[config.mk]
export PLATFORM = sky130hd
export DESIGN_NAME = multicycle_control_fsm
export DESIGN_NICKNAME = d
export VERILOG_FILES = /design/src/rtl/multicycle_control_fsm.sv
export SDC_FILE = /design/constraint.sdc
export NUM_CORES = 1
export LEC_CHECK = 0
export CAP_MARGIN = 5
export CORE_AREA = 2 2 39 41
export DETAILED_ROUTE_END_ITERATION = 10
export DIE_AREA = 0 0 41 43
export DONT_BUFFER_PORTS = 1
export PLACE_DENSITY_LB_ADDON = 0.08
export SLEW_MARGIN = 0
export SYNTH_ARGS = -nofsm -noshare
export SYNTH_HDL_FRONTEND = slang
export SYNTH_SLANG_ARGS = --single-unit
[constraint.sdc]
create_clock -name clock -period 1.9 [get_ports clock]
set_input_delay 0.57 -clock clock [delete_from_list [all_inputs] [get_ports clock]]
set_output_delay 0.57 -clock clock [all_outputs]
set_load 0.03 [all_outputs]
[src/rtl/multicycle_control_fsm.sv]
// Multi-cycle control sequencer: steps each instruction through FETCH/DECODE/EXECUTE/MEMORY/WRITEBACK
// and drives the datapath mux selects and write enables. Define ILLEGAL_OPCODE_TRAP_EN to halt on illegal opcodes.
module multicycle_control_fsm #(
   parameter int OpcodeWidth = 4,
   parameter int SelectWidth = 4
) (
   input  logic                   clock,
   input  logic                   reset_n,
   input  logic [OpcodeWidth-1:0] opcode,
   input  logic                   zero,
   input  logic                   mem_ready,
   output logic                   mem_read,
   output logic                   mem_write,
   output logic                   ir_write,
   output logic                   pc_write,
   output logic                   reg_write,
   output logic [SelectWidth-1:0] pc_src_select,
   output logic [SelectWidth-1:0] wb_select,
   output logic [SelectWidth-1:0] alu_src_b_select,
   output logic [1:0]             alu_op,
   output logic [2:0]             state_out,
`ifdef ILLEGAL_OPCODE_TRAP_EN
   output logic                   illegal_op,
`endif
   output logic                   halted
);

   typedef enum logic [2:0] {
      S_FETCH     = 3'd0,
      S_DECODE    = 3'd1,
      S_EXECUTE   = 3'd2,
      S_MEMORY    = 3'd3,
      S_WRITEBACK = 3'd4,
      S_HALT      = 3'd5
   } state_t;

   typedef enum logic [1:0] {PC_INC    = 2'd0, PC_BRANCH = 2'd1, PC_JUMP = 2'd2, PC_REG = 2'd3} pc_src_t;
   typedef enum logic [1:0] {WB_ALU    = 2'd0, WB_MEM    = 2'd1, WB_LINK = 2'd2, WB_IMM = 2'd3} wb_sel_t;
   typedef enum logic [1:0] {ALUB_REG  = 2'd0, ALUB_IMM  = 2'd1, ALUB_ONE = 2'd2, ALUB_ZERO = 2'd3} alu_b_t;
   typedef enum logic [1:0] {ALU_ADD   = 2'd0, ALU_SUB   = 2'd1, ALU_AND = 2'd2, ALU_OR = 2'd3} alu_op_t;

   localparam logic [OpcodeWidth-1:0] OP_NOP   = OpcodeWidth'(0);
   localparam logic [OpcodeWidth-1:0] OP_ADD   = OpcodeWidth'(1);
   localparam logic [OpcodeWidth-1:0] OP_ADDI  = OpcodeWidth'(2);
   localparam logic [OpcodeWidth-1:0] OP_LOAD  = OpcodeWidth'(3);
   localparam logic [OpcodeWidth-1:0] OP_STORE = OpcodeWidth'(4);
   localparam logic [OpcodeWidth-1:0] OP_BEQ   = OpcodeWidth'(5);
   localparam logic [OpcodeWidth-1:0] OP_JUMP  = OpcodeWidth'(6);
   localparam logic [OpcodeWidth-1:0] OP_JAL   = OpcodeWidth'(7);
   localparam logic [OpcodeWidth-1:0] OP_HALT  = OpcodeWidth'(15);

   state_t                 state_q, state_d;
   logic [OpcodeWidth-1:0] op_q;

   logic    mem_read_c, mem_write_c, ir_write_c, pc_write_c, reg_write_c, halted_c;
   pc_src_t pc_src_c;
   wb_sel_t wb_c;
   alu_b_t  alu_b_c;
   alu_op_t alu_op_c;

   function automatic logic is_legal(input logic [OpcodeWidth-1:0] op);
      return (op <= OP_JAL) || (op == OP_HALT);
   endfunction

   // Instructions that need the EXECUTE step; the rest finish in DECODE.
   function automatic logic needs_execute(input logic [OpcodeWidth-1:0] op);
      return (op == OP_ADD) || (op == OP_ADDI) || (op == OP_LOAD) ||
             (op == OP_STORE) || (op == OP_BEQ);
   endfunction

   // NOTE: sequential state uses non-blocking assignments so every register samples pre-edge values.
   always_ff @(posedge clock or negedge reset_n) begin
      if (!reset_n) begin
         state_q <= S_FETCH;
         op_q    <= '0;
      end else begin
         state_q <= state_d;
         if (state_q == S_DECODE) op_q <= opcode;
      end
   end

`ifdef ILLEGAL_OPCODE_TRAP_EN
   logic illegal_q;

   always_ff @(posedge clock or negedge reset_n) begin
      if (!reset_n)                                     illegal_q <= 1'b0;
      else if (state_q == S_DECODE && !is_legal(opcode)) illegal_q <= 1'b1;
   end

   assign illegal_op = illegal_q;
`endif

   // NOTE: every signal written here gets a default first, so no path can infer a latch.
   always_comb begin
      state_d     = state_q;
      mem_read_c  = 1'b0;
      mem_write_c = 1'b0;
      ir_write_c  = 1'b0;
      pc_write_c  = 1'b0;
      reg_write_c = 1'b0;
      halted_c    = 1'b0;
      pc_src_c    = PC_INC;
      wb_c        = WB_ALU;
      alu_b_c     = ALUB_REG;
      alu_op_c    = ALU_ADD;

      case (state_q)
         S_FETCH: begin
            mem_read_c = 1'b1;
            if (mem_ready) begin
               ir_write_c = 1'b1;
               pc_write_c = 1'b1;
               pc_src_c   = PC_INC;
               alu_b_c    = ALUB_ONE;
               alu_op_c   = ALU_ADD;
               state_d    = S_DECODE;
            end
         end

         // The opcode register is still loading here, so DECODE looks at the live field.
         S_DECODE: begin
            if (opcode == OP_HALT) begin
               state_d = S_HALT;
            end else if (opcode == OP_JUMP) begin
               pc_write_c = 1'b1;
               pc_src_c   = PC_JUMP;
               state_d    = S_FETCH;
            end else if (opcode == OP_JAL) begin
               reg_write_c = 1'b1;
               wb_c        = WB_LINK;
               pc_write_c  = 1'b1;
               pc_src_c    = PC_JUMP;
               state_d     = S_FETCH;
            end else if (needs_execute(opcode)) begin
               state_d = S_EXECUTE;
            end else begin
`ifdef ILLEGAL_OPCODE_TRAP_EN
               state_d = is_legal(opcode) ? S_FETCH : S_HALT;
`else
               state_d = S_FETCH;
`endif
            end
         end

         S_EXECUTE: begin
            state_d = S_FETCH;
            if (op_q == OP_ADD) begin
               alu_b_c = ALUB_REG;
               state_d = S_WRITEBACK;
            end else if (op_q == OP_ADDI) begin
               alu_b_c = ALUB_IMM;
               state_d = S_WRITEBACK;
            end else if (op_q == OP_LOAD || op_q == OP_STORE) begin
               alu_b_c = ALUB_IMM;
               state_d = S_MEMORY;
            end else if (op_q == OP_BEQ) begin
               alu_b_c  = ALUB_REG;
               alu_op_c = ALU_SUB;
               if (zero) begin
                  pc_write_c = 1'b1;
                  pc_src_c   = PC_BRANCH;
               end
            end
         end

         S_MEMORY: begin
            state_d = S_FETCH;
            if (op_q == OP_LOAD) begin
               mem_read_c = 1'b1;
               state_d    = mem_ready ? S_WRITEBACK : S_MEMORY;
            end else if (op_q == OP_STORE) begin
               mem_write_c = 1'b1;
               state_d     = mem_ready ? S_FETCH : S_MEMORY;
            end
         end

         S_WRITEBACK: begin
            reg_write_c = 1'b1;
            wb_c        = (op_q == OP_LOAD) ? WB_MEM : WB_ALU;
            state_d     = S_FETCH;
         end

         S_HALT: halted_c = 1'b1;

         default: state_d = S_FETCH;
      endcase
   end

   // State is already FETCH under reset, but FETCH requests a read, so gate everything off.
   assign mem_read         = reset_n & mem_read_c;
   assign mem_write        = reset_n & mem_write_c;
   assign ir_write         = reset_n & ir_write_c;
   assign pc_write         = reset_n & pc_write_c;
   assign reg_write        = reset_n & reg_write_c;
   assign halted           = reset_n & halted_c;
   assign pc_src_select    = reset_n ? SelectWidth'(pc_src_c) : '0;
   assign wb_select        = reset_n ? SelectWidth'(wb_c)     : '0;
   assign alu_src_b_select = reset_n ? SelectWidth'(alu_b_c)  : '0;
   assign alu_op           = reset_n ? alu_op_c               : '0;
   assign state_out        = reset_n ? state_q                : '0;

endmodule

# After elaboration in Yosys (flattened, before gate mapping)
# Index checks and enable logic that the tools add are counted.
[totals]
ff_bits = 7
input_bits = 8
out_inout_bits = 23
wordCells = 96
[classes]
eq_ne = 19
n_mux = 61
bitwise = 7
reduce_logical = 7
[op_table]
columns = ["op", "n"]
rows = [
  ["2-bit two-way mux", 16],
  ["1-bit two-way mux", 31],
  ["4-bit by 3-bit == test with 1-bit output (second input constant)", 6],
  ["3-bit two-way mux", 7],
  ["4-bit by 2-bit == test with 1-bit output (second input constant)", 4],
  ["3-bit one-hot mux with 5 select lines", 1],
  ["2-bit one-hot mux with 2 select lines", 3],
  ["4-bit by 1-bit == test with 1-bit output (second input constant)", 2],
  ["1-bit AND", 6],
  ["3-bit by 2-bit == test with 1-bit output (second input constant)", 2],
  ["3-bit == test (second input constant)", 2],
  ["1-bit logical OR", 5],
  ["4-bit == test (second input constant)", 1],
  ["1-bit one-hot mux with 2 select lines", 2],
  ["3-bit by 1-bit == test with 1-bit output (second input constant)", 1],
  ["3-bit logical NOT", 1],
  ["1-bit one-hot mux with 3 select lines", 1],
  ["2-bit inequality test (second input constant)", 1],
  ["2-bit AND reduction", 1],
  ["1-bit inverter", 1],
]

# Longest topological paths before layout
[logic_depth]
depth_word = 10
ltp_mapped = 4
mapped_depth_nobuf = 3

# Worst setup path after synthesis
# Ideal clock, no wire load.
[synth_path]
path_type = "input -> output"
start = "input port opcode[3]"
end = "output port reg_write"
arrival_time_ns = 1.720
t_required_ns = 1.330
path_slack_ns = -0.390
stages = 3
n_path_buf = 0
cell_sequence = "nor4b_2 nand4_1 a21boi_0"
[synth_between]
elab_chain_cells = 6
elab_cells_between_ends = 8
cone_classes = "eq/ne (3); mux (4); bitwise (1)"
[synth_lines]
columns = ["item", "line_no", "source"]
rows = [
  ["start: declaration", "9", "input logic [OpcodeWidth-1:0] opcode,"],
  ["4-bit by 3-bit == test with 1-bit output", "128", "end else if (opcode == OP_JAL) begin"],
  ["1-bit two-way mux", "128", ""],
  ["1-bit two-way mux", "124", "end else if (opcode == OP_JUMP) begin"],
  ["1-bit two-way mux *", "122", "if (opcode == OP_HALT) begin"],
  ["1-bit one-hot mux with 2 select lines *", "107", "case (state_q)"],
  ["1-bit AND *", "194", "assign reg_write = reset_n & reg_write_c;"],
  ["end: declaration", "16", "output logic reg_write,"],
]
# Mark *: on every way between the ends. The rest lies on a longest branch, timed or not.

# Worst setup path after layout
[layout_path]
start = "register state_q[2]"
end = "output port reg_write"
[layout_between]
elab_chain_cells = 3
elab_cells_between_ends = 4
cone_classes = "eq/ne (2); mux (1); bitwise (1)"
[layout_lines]
columns = ["item", "line_no", "source"]
rows = [
  ["start: declaration", "52", "state_t state_q, state_d;"],
  ["start signal: assignment", "77", "state_q <= state_d;"],
  ["3-bit == test / 3-bit by 1-bit == test with 1-bit output (equally long branches)", "107", ""],
  ["1-bit one-hot mux with 2 select lines *", "107", ""],
  ["1-bit AND *", "194", ""],
]
# Marked as above.

==> flow_summary.json <==
{
  "core_um2": 1380,
  "hp-class": "in -> reg",
  "gr-usage-all-layers_pct": 23.1,
  "vdd_ir_drop_max_v": 0.000823,
  "cp-end-kind": "output pin",
  "worstPathArrival_ps": 1550,
  "firstDrtPassIters": 4,
  "fin_crit_ps": 2120,
  "ff2ff_path_depth": 4,
  "layout_common_cells": "buf_4, buf_6, nand2_1, conb_1, dfrtp_2",
  "numCtsBuffers": 3,
  "n_antenna_cell": 0,
  "fin_util_pct": 77.4,
  "syn_to_final_growth_pct": 73.3,
  "final_area_um2": 1070,
  "dp_hpwl_mm": 1.21,
  "grt_overflow": 0,
  "die_x_um": 41,
  "hold_violations": 0,
  "cts_root_buf": "clkbuf_4",
  "cp.required_ps": 1330,
  "grt_max_degree": 10,
  "antenna_found_initial": 0,
  "design.die.area_um2": 1760,
  "clk_latency_ps": 260,
  "routabilityCongestion": 0.756,
  "layout_commonest_cell": "buf_4",
  "grt_pass1_wl_mm": 2.81,
  "netlist_instances": 76,
  "fill_cells": 95,
  "crit_type": "reg -> out",
  "cts_tree": "yes",
  "h-tree-depth": 1,
  "leakage_nw": 0.453,
  "vias": 686,
  "clkSinkCount": 7,
  "pwr_density_cell_nw_per_um2": 1230,
  "vias_per_cell": 5.58,
  "placed_area_um2": 816,
  "finalSetupViolations": 10,
  "cp-start-kind": "flop",
  "yosysUniqueCellTypes": 32,
  "ys.warnings.count": 0,
  "wire_per_inst_um": 14.6,
  "seq_area_frac_synth_pct": 28.3,
  "start_util_pct": 44.7,
  "finalCritPeriodShare_pct": 112,
  "antenna_left": 0,
  "whs_path_depth": 1,
  "cts.path.max_buffers": 2,
  "design.portCount": 31,
  "synth_area_leaders": "dfrtp_1, buf_4, mux2_2",
  "drc": 0,
  "drt-initial-drc-count": 15,
  "maxCapViolCount": 0,
  "finalMaxSlewViolations": 0,
  "grt_pass1_vias": 662,
  "crit_fanout": 5,
  "fin_nets": 116,
  "syn_area_um2": 618,
  "violations": "negative setup slack",
  "layout-drive-gt1-share_pct": 61.7,
  "die_h_um": 43,
  "routed_wl_mm": 1.80,
  "yosysTopAreaCellShare_pct": 28.3,
  "fmax_mhz": 472,
  "clk_pin_slew_ps": 60,
  "port_buffers": 0,
  "synth.avg_cell_area_um2": 8.13,
  "layout_setup_ws_ps": -220,
  "ys_ff_latch": 7,
  "status": "finished with violations",
  "skew_ps": 8.39,
  "num_rows": 14,
  "grt_setup_unrepaired": "yes",
  "yosys.area.top_type": "dfrtp_1"
}
[flip-flops by register name, summed over array words and instances (netlist names)]
name,flops
op_q,4
state_q,3
[worst max-delay path, stage by stage, from the launching register on]
cell      delay (ps)
dfrtp_2          460
nor4b_4          340
nand4_1          180
a21boi_2         170
buf_6            140
[metrics by stage]
step                      worst slack, ps  setup TNS, ps  hold slack (ps)  cells  power, mW
after floorplan                     -81.0           -190              274     82      0.720
final                                -220          -1640              463    123       1.32
after CTS                            -205          -1650              457    121       1.23
after global routing                 -300          -2360              456    123       1.40
after global placement              -40.7           -111              275    108      0.894
after detailed placement             -109           -332              275    108      0.906
[cells in the mapped netlist, drive strengths merged]
| master | n |
|---|---|
| buf | 9 |
| or3b | 2 |
| inv | 1 |
| nand3b | 1 |
| and4 | 1 |
| a31oi | 1 |
| nor2 | 8 |
| nor3b | 1 |
| xor2 | 1 |
| nor4 | 1 |
| nor2b | 2 |
| nand2b | 4 |
| o21ai | 2 |
| o21bai | 1 |
| nand3 | 2 |
| or3 | 1 |
| o221ai | 1 |
| a21boi | 1 |
| or2 | 1 |
| a221o | 1 |
| a21oi | 2 |
| a221oi | 1 |
| conb | 1 |
| and3 | 1 |
| nor4b | 2 |
| nand4 | 2 |
| dfrtp | 7 |
| nand2 | 9 |
| and2 | 4 |
| mux2 | 4 |
| nor3 | 1 |
[logic make-up (layout without fill, tap and decap cells)]
family                    count (synthesis)  after routing  share of synthesized area [%]
xor gates and xnor gates                  1              1                           1.42
other                                     1              7                          0.607
AOI/OAI and AO/OA                        10             10                           11.1
buffers and inverters                    10             35                           10.7
muxes                                     4              4                           7.29
and+or+nand+nor                          43             43                           40.5
DFF                                       7              7                           28.3
[where the power goes]
| part | switching, mW | total, mW | internal, mW |
|---|---|---|---|
| combinational | 0.409 | 0.860 | 0.451 |
| sequential | 0.0968 | 0.317 | 0.220 |
| clock | 0.0592 | 0.140 | 0.0804 |
| total | 0.565 | 1.32 | 0.752 |
[repair_timing]
action,in CTS,in global routing
resized for setup,24,16
hold buffers,1,0
buffers inserted,8,2
pin swaps,13,4
endpoints found under the hold margin,7,0
setup endpoints to repair,12,13
[area by class of cell]
| type | instances | area (µm²) | share of cell area (%) |
|---|---|---|---|
| inverter | 1 | 3.75 | 0.350 |
| timing repair buffer | 30 | 278 | 25.9 |
| tap | 16 | 20.0 | 1.87 |
| clock buffer | 4 | 26.3 | 2.45 |
| sequential | 7 | 181 | 16.9 |
| multi-input combinational | 65 | 562 | 52.5 |
[final timing paths]
| path | endpoint | slack [ps] | startpoint |
|---|---|---|---|
| setup / recovery | reg_write | -220 | state_q[2]$_DFFE_PN0P_ |
| hold / removal | op_q[0]$_DFFE_PN0P_ | 460 | opcode[0] |
| setup reg to reg | op_q[3]$_DFFE_PN0P_ | 340 | state_q[2]$_DFFE_PN0P_ |
| hold reg to reg | op_q[3]$_DFFE_PN0P_ | 630 | op_q[3]$_DFFE_PN0P_ |
| max in group asynchronous | op_q[3]$_DFFE_PN0P_ | 980 | reset_n |
| min in group asynchronous | op_q[2]$_DFFE_PN0P_ | 640 | reset_n |
[per-layer routing]
metal | global-route usage, % | wire length [µm]
met5 | 0 | 0
met4 | 8.00 | 27
met3 | 4.19 | 95
met2 | 38.1 | 953
met1 | 28.7 | 719
Note: power is estimated with default switching activity, not from simulation.
